[config.mk]
export PLATFORM = sky130hd
export DESIGN_NAME = regf_wb_arbiter
export DESIGN_NICKNAME = d
export VERILOG_FILES = /design/src/rtl/regf_wb_arbiter.sv
export SDC_FILE = /design/constraint.sdc
export NUM_CORES = 1
export LEC_CHECK = 0
export CORE_MARGIN = 1
export CORE_UTILIZATION = 41
export CTS_CLUSTER_SIZE = 30
export DETAILED_ROUTE_END_ITERATION = 16
export PLACE_DENSITY_LB_ADDON = 0.2
export RECOVER_POWER = 25
export SLEW_MARGIN = 20
export SYNTH_ARGS = -nofsm -noshare
export SYNTH_HDL_FRONTEND = slang
export SYNTH_SLANG_ARGS = --single-unit
[constraint.sdc]
create_clock -name clk -period 2.45 [get_ports clk]
set_input_delay 0.245 -clock clk [delete_from_list [all_inputs] [get_ports clk]]
set_output_delay 0.245 -clock clk [all_outputs]
set_load 0.1 [all_outputs]
[src/rtl/regf_wb_arbiter.sv]
// Arbitrates the register file write port between pipeline writeback (A) and mul/div (B),
// with a starvation bound for B and a busy scoreboard for outstanding B destinations.
module regf_wb_arbiter #(
  parameter int unsigned STARVE_MAX = 4
) (
  input  logic        clk,
  input  logic        rst,
  input  logic        a_valid,
  input  logic [4:0]  a_rd_s,
  input  logic [31:0] a_rd_v,
  output logic        a_ready,
  input  logic        b_valid,
  input  logic [4:0]  b_rd_s,
  input  logic [31:0] b_rd_v,
  output logic        b_ready,
  input  logic        busy_set,
  input  logic [4:0]  busy_set_s,
  input  logic [4:0]  rs1_s,
  input  logic [4:0]  rs2_s,
  output logic        rs1_busy,
  output logic        rs2_busy,
  output logic        regf_we,
  output logic [4:0]  rd_s,
  output logic [31:0] rd_v
);

  localparam logic [3:0] StarveLim = 4'(STARVE_MAX);

  logic [3:0]  starve_q, starve_d;
  logic [31:0] busy_q, busy_d;
  logic        a_real, b_real, grant_a, grant_b;

  always_comb begin
    a_real  = a_valid && (a_rd_s != 5'd0);
    b_real  = b_valid && (b_rd_s != 5'd0);
    grant_b = !rst && b_real && (!a_real || (starve_q == StarveLim));
    grant_a = !rst && a_real && !grant_b;

    // x0 requests complete without occupying the port
    a_ready = !rst && a_valid && ((a_rd_s == 5'd0) || grant_a);
    b_ready = !rst && b_valid && ((b_rd_s == 5'd0) || grant_b);

    regf_we = 1'b0;
    rd_s    = 5'd0;
    rd_v    = 32'd0;
    if (grant_a) begin
      regf_we = 1'b1;
      rd_s    = a_rd_s;
      rd_v    = a_rd_v;
    end else if (grant_b) begin
      regf_we = 1'b1;
      rd_s    = b_rd_s;
      rd_v    = b_rd_v;
    end

    starve_d = starve_q;
    if (!b_valid || grant_b) begin
      starve_d = 4'd0;
    end else if (b_real && grant_a && (starve_q < StarveLim)) begin
      starve_d = starve_q + 4'd1;
    end

    // Set after clear so a fresh issue to the same index wins
    busy_d = busy_q;
    if (grant_b) begin
      busy_d[b_rd_s] = 1'b0;
    end
    if (busy_set && (busy_set_s != 5'd0)) begin
      busy_d[busy_set_s] = 1'b1;
    end

    rs1_busy = !rst && (rs1_s != 5'd0) && busy_q[rs1_s];
    rs2_busy = !rst && (rs2_s != 5'd0) && busy_q[rs2_s];
  end

  always_ff @(posedge clk) begin
    if (rst) begin
      starve_q <= 4'd0;
      busy_q   <= 32'd0;
    end else begin
      starve_q <= starve_d;
      busy_q   <= busy_d;
    end
  end

endmodule

==> results.yml <==
run_status:
  outcome: "finished clean"
layout:
  drive_gt1_share_pct: 34.2
  antenna_cells: 0
  final_util_pct: 76.8
  multiInputGateArea_um2: 1820
  fillers: 439
  regArea_um2: 722
  area_growth_pct: 81.4
  nets: 525
detailed_routing:
  vias_per_cell: 6.10
  ant_nets: 0
  drt_wl_total_um: 9900
  wl_per_cell_um: 19.5
  drc_errors: 0
  dr.pass1.iters: 4
  vias: 3095
  drtIter0Drc: 299
yosys:
  synth_top_family_by_area: "compound AO/OA/AOI/OAI gates"
  syn_nets: 375
  synth_cells: 279
  ys_ff_latch: 36
  yosys_warnings: 0
  synth_xor_area_share_pct: 0.328
  yosys.cell_types.count: 49
  seq_area_frac_synth_pct: 27.0
  synth_compound_area_share_pct: 30.4
  synth_edf_count: 0
  async_reset_ff_share_pct: 0
  synth-simple-area-share_pct: 16.3
  synth_ff_type: "dfxtp_1"
  synth-adder-area-share_pct: 0.936
  syn_area_um2: 2670
  avgSynthCellArea_um2: 9.58
  muxShareOfSynthArea_pct: 17.7
floorplanning:
  fp.dieH_um: 82.8
  ios: 136
  die_width_um: 82.8
  core.rowCount: 29
  dieArea_um2: 6850
  fp.coreArea_um2: 6310
  initial_utilization_pct: 42.4
worst_setup_path:
  endpoint_kind: "output pin"
  cp.required_ns: 2.20
  critical_path_class: "input pin to output pin"
  r2r_start: "starve_q[0]"
  cp-endpoint: "rd_v[3]"
  worstSetupStartpoint: "a_rd_s[3]"
  crit_path_max_fanout: 10
  reg2reg_slack_ns: 0.37
  cp-start-kind: "input pin"
  reg2reg_depth: 8
  worst_r2r_endpoint: "starve_q[1]"
  crit_arrival_ns: 2.17
placement:
  dpl.hpwl_um: 8060
  place.gp.congestion: 0.933
  numPortBuffers: 135
grt:
  antenna_found_initial: 0
  track_usage_pct: 29.2
  grt_pass1_wl_um: 14800
  first_global_vias: 3110
  gr-total-overflow: 0
  grt_max_degree: 31
sta:
  relSlewSlack_pct: 51.2
  period_share_pct: 98.6
  fin_skew_ns: 0.00614
  setup_violations: 0
  finalCriticalPeriod_ns: 2.42
  slew_violations: 0
  worst_slew_pin_slew_ns: 0.727
  grt_setup_unrepaired: "no"
  tns_ns: 0
  max_freq_mhz: 414
  finalHoldViolations: 0
  hold_ws_ns: 0.452
clock_tree:
  root_buffer: "clkbuf_8"
  cts_max_path_buffers: 2
  cts_buffers: 5
  h-tree-depth: 2
  hold_buffers: 0
  clkTransAtPathRegs_ns: 0.08
  clock-sinks: 36
  cts_tree: "done"
  clock_latency_ns: 0.29
pwr:
  leakage_nw: 1.85
  p_total_mw: 2.06
  power_density_nw_per_um2: 426
  ir_worst_vdd_mv: 0.257
hold_path:
  hp-class: "flop to flop"
run:
  maxCapViolCount: 0
## layout by cell type (no fill, tap or decap), drive strengths merged, types with 3 or more instances in the layout
cell type / n
clkdlybuf4s50: 87
nor3: 7
o211ai: 15
o311ai: 11
buf: 70
nand4: 6
mux2i: 9
nor2b: 5
a22o: 37
dfxtp: 36
mux4: 16
o21ai: 29
nand2: 16
a32o: 5
clkbuf: 6
nor2: 14
inv: 12
or4: 3
nand3: 9
dlymetal6s2s: 3
## layout make-up
cell class              instances  area share [%]
inverters                      12           0.929
clock inverters                 3           0.877
well taps                      77            1.99
multi-input cells             210            37.6
flip-flops and latches         36            14.9
clock buffers                   5            1.42
repair buffers                164            42.3
## flip-flops by register name, summed over array words and instances (netlist names)
signal    cells
busy_q       32
starve_q      4
## power breakdown
group | switching, mW | internal (mW)
Combinational | 0.531 | 0.412
Clock | 0.223 | 0.301
Sequential | 0.00619 | 0.592
## cells in the mapped netlist, types with 2 or more instances
library cell | count | share of area [%]
o21ai_1 | 2 | 0.37
buf_2 | 8 | 1.5
nand2_1 | 16 | 2.2
buf_6 | 6 | 2.5
o211ai_1 | 15 | 4.2
mux4_2 | 16 | 13
nor2b_1 | 5 | 1.2
a32o_1 | 5 | 1.9
o21ai_0 | 27 | 5.1
o311ai_1 | 10 | 3.3
clkbuf_1 | 5 | 0.70
nand3_1 | 9 | 1.7
nor3_1 | 7 | 1.3
nand4_1 | 6 | 1.4
inv_1 | 12 | 1.7
nor3b_1 | 2 | 0.56
o2111ai_1 | 2 | 0.66
or4_1 | 2 | 0.56
a22o_1 | 37 | 12
mux2i_1 | 9 | 3.4
nor2_1 | 11 | 1.5
mux2_2 | 2 | 0.84
nor2_2 | 2 | 0.47
ha_1 | 2 | 0.94
a21oi_1 | 2 | 0.37
dfxtp_1 | 36 | 27
## timing repair
action,in CTS,in global routing
pin swaps,0,1
resized for setup,3,11
endpoints found under the setup margin,2,39
cloned,0,1
buffers inserted,0,1
## cells by family (layout without fill, tap and decap cells)
family	after synthesis	after routing
mux	27	27
fa+ha+maj	2	2
xor+xnor	1	1
buf+inv	33	184
compound gates	106	106
flops	36	36
simple gates	74	74
## per-stage QoR
stage          worst slack, ns  cell area [um2]  std cells
2_1_floorplan          -0.0461             2730        279
3_3_place_gp           -0.0746             4690        497
3_5_place_dp           -0.0924             4690        497
4_1_cts                0.00525             4800        505
5_1_grt                0.00939             4850        507
6_report                0.0347             4850        507
## worst min-delay path by stage
stage | startpoint | endpoint | slack (ns) | depth (start not counted)
final | starve_q[3] | starve_q[3] | 0.45 | 2
after global routing | starve_q[3] | starve_q[3] | 0.49 | 2
after CTS | starve_q[3] | starve_q[3] | 0.45 | 2
after detailed placement | starve_q[3] | starve_q[3] | 0.44 | 2
after global placement | starve_q[3] | starve_q[3] | 0.42 | 2
after floorplan | busy_set_s[0] | busy_q[2] | 0.34 | 1
## routing by layer
metal	vias to the layer above	part of all wire [%]	GRT usage, %
li1	1428	-	-
met1	1490	38	33.0
met2	157	54	51.6
met3	20	7.2	8.24
met4	0	1.5	11.0
met5	-	0	0
## worst max-delay path, cell delays in order
cell	delay, ns
clkdlybuf4s50_1	0.42
or4_4	0.50
nor2_4	0.11
buf_4	0.13
a211oi_4	0.04
buf_6	0.15
clkbuf_16	0.16
a22o_2	0.24
buf_12	0.17
Note: power is estimated with default switching activity, not from simulation.
